File: src/rtl/jstkpoll_pkg.sv
// jstkpoll_pkg
//   Shared definitions for the joystick poll controller:
//   - controller state encoding
//   - bit positions inside the {up, down, left, right} direction vector
//   - default rest value and deadzone half-width for a 10-bit joystick axis
package jstkpoll_pkg;

    typedef enum logic {
        ST_IDLE = 1'b0,
        ST_REQ  = 1'b1
    } state_t;

    localparam int DIR_UP    = 3;
    localparam int DIR_DOWN  = 2;
    localparam int DIR_LEFT  = 1;
    localparam int DIR_RIGHT = 0;

    localparam int DEFAULT_CENTER   = 512;
    localparam int DEFAULT_DEADZONE = 64;

endpackage

File: src/rtl/jstkpoll_deadzone.sv
// jstkdeadzone
//   Combinational axis classifier. Reports whether a 10-bit axis value lies
//   strictly above or strictly below the band [center-deadzone, center+deadzone].
//   Values on the band edges report neither.
// Ports:
//   value     in  10  axis sample
//   center    in  10  rest value
//   deadzone  in  10  half-width of the no-direction band
//   hi        out 1   value > center + deadzone
//   lo        out 1   value < center - deadzone
module jstkdeadzone
    import jstkpoll_pkg::*;
(
    input  logic [9:0] value,
    input  logic [9:0] center,
    input  logic [9:0] deadzone,
    output logic       hi,
    output logic       lo
);

    logic [10:0] value_ext;
    logic [10:0] hi_limit;
    logic [10:0] lo_limit;

    // 11-bit compare so center+deadzone cannot wrap
    always_comb begin
        value_ext = {1'b0, value};
        hi_limit  = {1'b0, center} + {1'b0, deadzone};
        lo_limit  = {1'b0, center} - {1'b0, deadzone};
        hi        = (value_ext > hi_limit);
        lo        = (value_ext < lo_limit);
    end

endmodule

File: src/rtl/jstkpoll.sv
// jstkpoll
//   Periodic poll controller in front of the SPI joystick interface. While
//   pollen is high it raises jstkdav every POLLDIV idle cycles, holds it for the
//   whole transaction, and latches X/Y/buttons on the joystick's davjstk strobe.
//   On capture it publishes a deadzone-filtered direction vector, button-press
//   pulses and a one-cycle davpoll strobe. A transaction that runs TIMEOUT
//   cycles without davjstk is abandoned and flagged on the sticky pollerr.
// Ports:
//   jstkclk     in  1   system clock
//   jstkreset   in  1   asynchronous active-high reset
//   pollen      in  1   polling enable
//   ledreq      in  2   requested LED state, sampled at transaction start
//   errclr      in  1   clears pollerr (a same-cycle timeout wins)
//   jstkdav     out 1   request to joystick, high for the whole transaction
//   jstkled     out 2   LED bits to joystick
//   davjstk     in  1   joystick done strobe
//   jstkxdata   in  10  X sample
//   jstkydata   in  10  Y sample
//   jstkbutton  in  3   button sample
//   posx/posy   out 10  latched X/Y
//   buttons     out 3   latched buttons
//   dir         out 4   {up, down, left, right}
//   btnpress    out 3   one-cycle rising-edge pulse per button
//   davpoll     out 1   one-cycle new-sample strobe
//   pollerr     out 1   sticky timeout flag
module jstkpoll
    import jstkpoll_pkg::*;
#(
    parameter int POLLDIV  = 50000,
    parameter int TIMEOUT  = 4096,
    parameter int CENTER   = DEFAULT_CENTER,
    parameter int DEADZONE = DEFAULT_DEADZONE
) (
    input  logic        jstkclk,
    input  logic        jstkreset,
    input  logic        pollen,
    input  logic [1:0]  ledreq,
    input  logic        errclr,
    output logic        jstkdav,
    output logic [1:0]  jstkled,
    input  logic        davjstk,
    input  logic [9:0]  jstkxdata,
    input  logic [9:0]  jstkydata,
    input  logic [2:0]  jstkbutton,
    output logic [9:0]  posx,
    output logic [9:0]  posy,
    output logic [2:0]  buttons,
    output logic [3:0]  dir,
    output logic [2:0]  btnpress,
    output logic        davpoll,
    output logic        pollerr
);

    localparam int PW = (POLLDIV > 2) ? $clog2(POLLDIV) : 1;
    localparam int TW = (TIMEOUT > 2) ? $clog2(TIMEOUT) : 1;
    localparam logic [PW-1:0] POLL_LAST = PW'(POLLDIV - 1);
    localparam logic [TW-1:0] TMO_LAST  = TW'(TIMEOUT - 1);
    localparam logic [9:0]    CENTER_V   = 10'(CENTER);
    localparam logic [9:0]    DEADZONE_V = 10'(DEADZONE);

    state_t          state;
    state_t          state_next;
    logic [PW-1:0]   poll_cnt;
    logic [TW-1:0]   tmo_cnt;
    logic            start;
    logic            capture;
    logic            expire;
    logic            x_hi;
    logic            x_lo;
    logic            y_hi;
    logic            y_lo;
    logic [3:0]      dir_new;

    jstkdeadzone u_dz_x (
        .value    (jstkxdata),
        .center   (CENTER_V),
        .deadzone (DEADZONE_V),
        .hi       (x_hi),
        .lo       (x_lo)
    );

    jstkdeadzone u_dz_y (
        .value    (jstkydata),
        .center   (CENTER_V),
        .deadzone (DEADZONE_V),
        .hi       (y_hi),
        .lo       (y_lo)
    );

    // Next-state decode and the one-cycle start/capture/expire events
    always_comb begin
        state_next = state;
        start      = 1'b0;
        capture    = 1'b0;
        expire     = 1'b0;
        case (state)
            ST_IDLE: begin
                // davjstk is ignored here
                if (pollen && (poll_cnt == POLL_LAST)) begin
                    start      = 1'b1;
                    state_next = ST_REQ;
                end else begin
                    state_next = ST_IDLE;
                end
            end
            ST_REQ: begin
                // a strobe on the final timeout cycle still counts as a capture
                if (davjstk) begin
                    capture    = 1'b1;
                    state_next = ST_IDLE;
                end else if (tmo_cnt == TMO_LAST) begin
                    expire     = 1'b1;
                    state_next = ST_IDLE;
                end else begin
                    state_next = ST_REQ;
                end
            end
            default: begin
                state_next = ST_IDLE;
            end
        endcase
    end

    // Direction vector from the incoming sample
    always_comb begin
        dir_new            = 4'b0000;
        dir_new[DIR_UP]    = y_hi;
        dir_new[DIR_DOWN]  = y_lo;
        dir_new[DIR_LEFT]  = x_lo;
        dir_new[DIR_RIGHT] = x_hi;
    end

    // State register; jstkdav is a flop copy of the REQ state
    always_ff @(posedge jstkclk or posedge jstkreset) begin
        if (jstkreset) begin
            state   <= ST_IDLE;
            jstkdav <= 1'b0;
        end else begin
            state   <= state_next;
            jstkdav <= (state_next == ST_REQ);
        end
    end

    // Poll and timeout counters; each runs only in its own state
    always_ff @(posedge jstkclk or posedge jstkreset) begin
        if (jstkreset) begin
            poll_cnt <= {PW{1'b0}};
            tmo_cnt  <= {TW{1'b0}};
        end else begin
            if ((state == ST_IDLE) && pollen && !start) begin
                poll_cnt <= poll_cnt + PW'(1);
            end else begin
                poll_cnt <= {PW{1'b0}};
            end
            if ((state == ST_REQ) && (state_next == ST_REQ)) begin
                tmo_cnt <= tmo_cnt + TW'(1);
            end else begin
                tmo_cnt <= {TW{1'b0}};
            end
        end
    end

    // LED latch, sample capture, strobes and the sticky error flag
    always_ff @(posedge jstkclk or posedge jstkreset) begin
        if (jstkreset) begin
            jstkled  <= 2'b00;
            posx     <= 10'd0;
            posy     <= 10'd0;
            buttons  <= 3'b000;
            dir      <= 4'b0000;
            btnpress <= 3'b000;
            davpoll  <= 1'b0;
            pollerr  <= 1'b0;
        end else begin
            if (start) begin
                jstkled <= ledreq;
            end
            if (capture) begin
                posx     <= jstkxdata;
                posy     <= jstkydata;
                buttons  <= jstkbutton;
                dir      <= dir_new;
                btnpress <= jstkbutton & ~buttons;
            end else begin
                btnpress <= 3'b000;
            end
            davpoll <= capture;
            if (expire) begin
                pollerr <= 1'b1;
            end else if (errclr) begin
                pollerr <= 1'b0;
            end
        end
    end

endmodule

File: config.mk
export PLATFORM = sky130hd
export DESIGN_NAME = jstkpoll
export DESIGN_NICKNAME = d
export VERILOG_FILES = /design/src/rtl/jstkpoll_pkg.sv /design/src/rtl/jstkpoll_deadzone.sv /design/src/rtl/jstkpoll.sv
export SDC_FILE = /design/constraint.sdc
export NUM_CORES = 1
export LEC_CHECK = 0
export ABC_AREA = 1
export CAP_MARGIN = 0
export CELL_PAD_IN_SITES_DETAIL_PLACEMENT = 1
export CELL_PAD_IN_SITES_GLOBAL_PLACEMENT = 1
export CORE_MARGIN = 2
export CORE_UTILIZATION = 40
export DETAILED_ROUTE_END_ITERATION = 10
export PLACE_DENSITY = 0.95
export SLEW_MARGIN = 20
export SYNTH_ARGS = -nofsm -noshare
export SYNTH_HDL_FRONTEND = slang
export SYNTH_SLANG_ARGS = --single-unit
File: constraint.sdc
create_clock -name jstkclk -period 5 [get_ports jstkclk]
set_input_delay 0.75 -clock jstkclk [delete_from_list [all_inputs] [get_ports jstkclk]]
set_output_delay 0.75 -clock jstkclk [all_outputs]
set_load 0.005 [all_outputs]
==> results.md <==
- TritonCTS created 9 clock buffers.
- The effective utilization at floorplan is 0.4107.
- The setup check on the worst reg-to-reg path leaves a slack of 3210 ps.
- The final-layout worst hold slack is between 400 and 500 ps.
- The count of antenna-violating nets left after detailed routing is 0.
- During synthesis, Yosys emitted a total of 0 warnings.
- The register bit total from synthesis is 63.
- Summing every instance area after synthesis gives between 2000 and 3000 um^2.
- The row count is 31.
- The cell leakage power is around 1.9 nW.
- The residual overflow from global routing is 0.
- In the layout the commonest cells are 112 x sky130_fd_sc_hd__nand2_1, 64 x sky130_fd_sc_hd__clkdlybuf4s50_1, 63 x sky130_fd_sc_hd__dfrtp_1.
- The endpoint required time on the critical path is ~5300 ps.
- At the pin with the least slew margin, the transition time is slightly above 800 ps.
- The initial antenna violation count was 0.
- The number of standard cells in the final layout excluding fillers is 536.
- Input and output buffers added on the ports amount to 64.
- The sum of routed wire length over all layers is 8695 um.
- The number of buffers inserted by post-CTS setup repair is 0.
- The overall die area is between 8000 and 9000 um^2.
- The total via count after detailed routing is ~2700.
- The count of hold buffers inserted by post-cts repair is 0.
- Counting flops with a built-in enable in the synthesized netlist gives 0.
- The number of nets in the layout is 464.
- Synthesis produced a netlist with a net count of between 300 and 400.
- After detailed placement, the total cell area comes to approximately 3700 um^2.
- Clock-pin slew was measured on the worst setup and hold paths at 70 ps.
- The library cell used most frequently in the layout, excluding fill and tap cells, is sky130_fd_sc_hd__nand2_1.
- Routability-driven placement finished with a final weighted congestion of 0.8897.
- Once placement completed, the tool counted placed cells totaling 520.
- On the worst path, the slowest cell contributes a delay of between 400 and 500 ps.
- The first-pass GRT wire length is 14920 um.
- Max-cap violations in this run came to 0.
- The number of global-route vias before repair is 3039.
- In this run the tightest slew margin relative to its limit is 0.4584.
- Walking the worst path, the cells encountered are clkdlybuf4s50_1 > nand2_1 > buf_4 > inv_1 > nand2_1 > o21ai_0 > a41oi_1.
- In the final routed layout, each cell accounts on average for between 15 and 20 um.
- The clock period could shrink to between 2000 and 2500 ps.
- The height of the die is 90.07 um.
- The flow ran to the end, and the final reports show no timing, DRC or antenna violations.
- From left edge to right edge, the die measures approximately 90 um.
- The max-slew violation total from the final report is 0.
- The portion of the post-synthesis area used by sequential elements is 0.5321.
- Among all flip-flop cells after synthesis, the most frequent one is sky130_fd_sc_hd__dfrtp_1.
- STA puts the critical path data arrival time at roughly 2500 ps.
- Setup repair after global routing left no endpoint under its margin.
- The largest clock skew in the final design is between 5 and 6 ps.
- Compared with the post-synthesis result, the final layout area differs by 33.61%.
- Summed over all instances, the cell type with the most area after synthesis is sky130_fd_sc_hd__dfrtp_1.
- By area the synthesized netlist is led by sky130_fd_sc_hd__dfrtp_1 53%, sky130_fd_sc_hd__nand2_1 14%, sky130_fd_sc_hd__nor2_1 5.7%.
- Of the cells placed in the final design, the portion with a size suffix greater than 1 is 0.09840.
- Clock tree synthesis selected as its root buffer the cell sky130_fd_sc_hd__clkbuf_8.
- The TritonCTS clock tree is built.
- The average size of a mapped cell is between 8 and 9 um^2.
- Counting the fill cells in the layout gives 896.
- The post-DP HPWL is 6106 um.
- Before antenna repair, the detailed router went through 4 iterations.
- The critical path is of the input port to flop type.
- The proportion of synthesized flip-flops having asynchronous set or reset is 1.000.
- The path class of the tightest hold or removal check is flop to flop.
- The final count of hold timing violations was 0.
- Entering global routing, the biggest net connects 64 pins.
- The maximum fanout along the worst path is 39.
- The number of different library cells used by synthesis comes to 28.
- The count of H-tree levels built during CTS is 3.
- Of the available clock period, the critical path in the final layout requires 0.4503.
- After routing, the total negative slack on setup checks comes to 0 ps.
- By instance count, the cell type seen most on the critical path is sky130_fd_sc_hd__nand2_1.
- The floorplan step defined a core boundary enclosing between 7000 and 8000 um^2.
- The count of clock tree sinks is 63.
- The count of endpoints failing setup in the final report is 0.
- The largest vdd supply drop is approximately 0.19 mV.
- The average vias per placed instance is between 4 and 5.
- The slowest stage of the critical path is the sky130_fd_sc_hd__clkdlybuf4s50_1 cell.
- The highest achievable clock rate is 0.4441 GHz.
- After technology mapping, the gate count stands at roughly 360.
- between 60 and 70 I/O pins were placed.
- The nature of the critical path startpoint is an input port.
- The buffer depth of the longest clock path is 2.
- After layout, the worst setup slack is 2748 ps.
- 0 antenna diodes ended up in the layout.
- The clock reaches the later pin of the worst-skew pair after between 300 and 400 ps.
- The fraction of post-synthesis cell area in the top cell type by area is 0.5321.
- The cell area power density is 382.7 nW/um^2.
- The number of design rule violations left after detail routing is 0.
- In the global route stage, overall resource usage came out at 0.2300.
- The post-route cell area is between 3000 and 4000 um^2.
- The violation count after the first detailed-routing iteration is 44.
- The count of cells resized by post-cts repair is 0.
- The sort of element at the end of the critical path is a flop.
- Prior to clock tree synthesis, the placed netlist has a worst setup slack of about 2400 ps.
[critical path: cells and delay by family]
family                 cells  cell delay, ps
buffers and inverters      3            1120
AND/OR/NAND/NOR            2             320
AO/OA/AOI/OAI              2             300
[synth_stat cells (2+ instances only)]
| master | number |
|---|---|
| sky130_fd_sc_hd__ha_1 | 2 |
| sky130_fd_sc_hd__inv_1 | 42 |
| sky130_fd_sc_hd__a21oi_1 | 3 |
| sky130_fd_sc_hd__xor2_1 | 7 |
| sky130_fd_sc_hd__dfrtp_1 | 63 |
| sky130_fd_sc_hd__nor2_1 | 45 |
| sky130_fd_sc_hd__nand3_2 | 3 |
| sky130_fd_sc_hd__buf_2 | 4 |
| sky130_fd_sc_hd__nand2_1 | 112 |
| sky130_fd_sc_hd__nand2_2 | 3 |
| sky130_fd_sc_hd__nand4_1 | 8 |
| sky130_fd_sc_hd__o21ai_0 | 14 |
| sky130_fd_sc_hd__nand3_1 | 22 |
| sky130_fd_sc_hd__nor2_2 | 15 |
| sky130_fd_sc_hd__nor3_1 | 5 |
[state kept, by name (all words and copies together), names as in the netlist]
| signal | cells |
|---|---|
| buttons | 3 |
| jstkled | 2 |
| pollerr | 1 |
| state | 1 |
| poll_cnt | 16 |
| btnpress | 3 |
| posy | 10 |
| tmo_cnt | 12 |
| dir | 4 |
| posx | 10 |
| davpoll | 1 |
[layout make-up]
class / count / area [um^2] / share of cell area
sequential: 63 / 1577 / 0.3982
tap: 99 / 123.9 / 0.03129
clock buffer: 11 / 151.4 / 0.03824
inverter: 42 / 157.7 / 0.03982
timing repair buffer: 66 / 655.6 / 0.1656
multi-input combinational: 250 / 1190 / 0.3006
clock inverter: 5 / 103.9 / 0.02623
[cell families (layout without fill, tap and decap cells)]
group	count (synthesis)	count (layout)	synth area share
AO/OA/AOI/OAI	23	23	0.04265
adder cells (fa/ha/maj)	2	2	0.008445
AND/OR/NAND/NOR	217	217	0.3269
XOR/XNOR	8	8	0.02365
flip-flops	63	63	0.5321
buffers and inverters	48	124	0.06630
[per-layer routing]
layer,part of all wire,vias up,global-route usage
li1,-,1270,-
met1,0.41,1311,0.2631
met2,0.50,74,0.3997
met3,0.062,24,0.07041
met4,0.028,0,0.09487
met5,0,-,0
[through the flow]
| stage | util | power, mW |
|---|---|---|
| final | 0.5487 | 1.515 |
| after global routing | 0.5487 | 1.586 |
| after CTS | 0.5487 | 1.528 |
| after detailed placement | 0.5134 | 0.9514 |
| after global placement | 0.5134 | 0.9327 |
| after floorplan | - | 0.7338 |
[final timing paths]
path,cells after the start,from,to
min in group asynchronous,3,jstkreset,tmo_cnt[2]$_DFF_PP0_
hold / removal,1,buttons[2]$_DFFE_PP0P_,btnpress[2]$_DFF_PP0_
hold reg to reg,1,buttons[2]$_DFFE_PP0P_,btnpress[2]$_DFF_PP0_
setup / recovery,7,davjstk,dir[2]$_DFFE_PP0P_
setup reg to reg,6,state$_DFF_PP0_,dir[2]$_DFFE_PP0P_
max in group asynchronous,3,jstkreset,btnpress[0]$_DFF_PP0_
[report_power, final]
| part | total (mW) | internal [mW] | switching (mW) |
|---|---|---|---|
| combinational | 0.304 | 0.180 | 0.124 |
| clock | 0.566 | 0.358 | 0.208 |
| sequential | 0.644 | 0.586 | 0.0583 |
| total | 1.51 | 1.12 | 0.391 |
(Power assumes the default switching activity.)
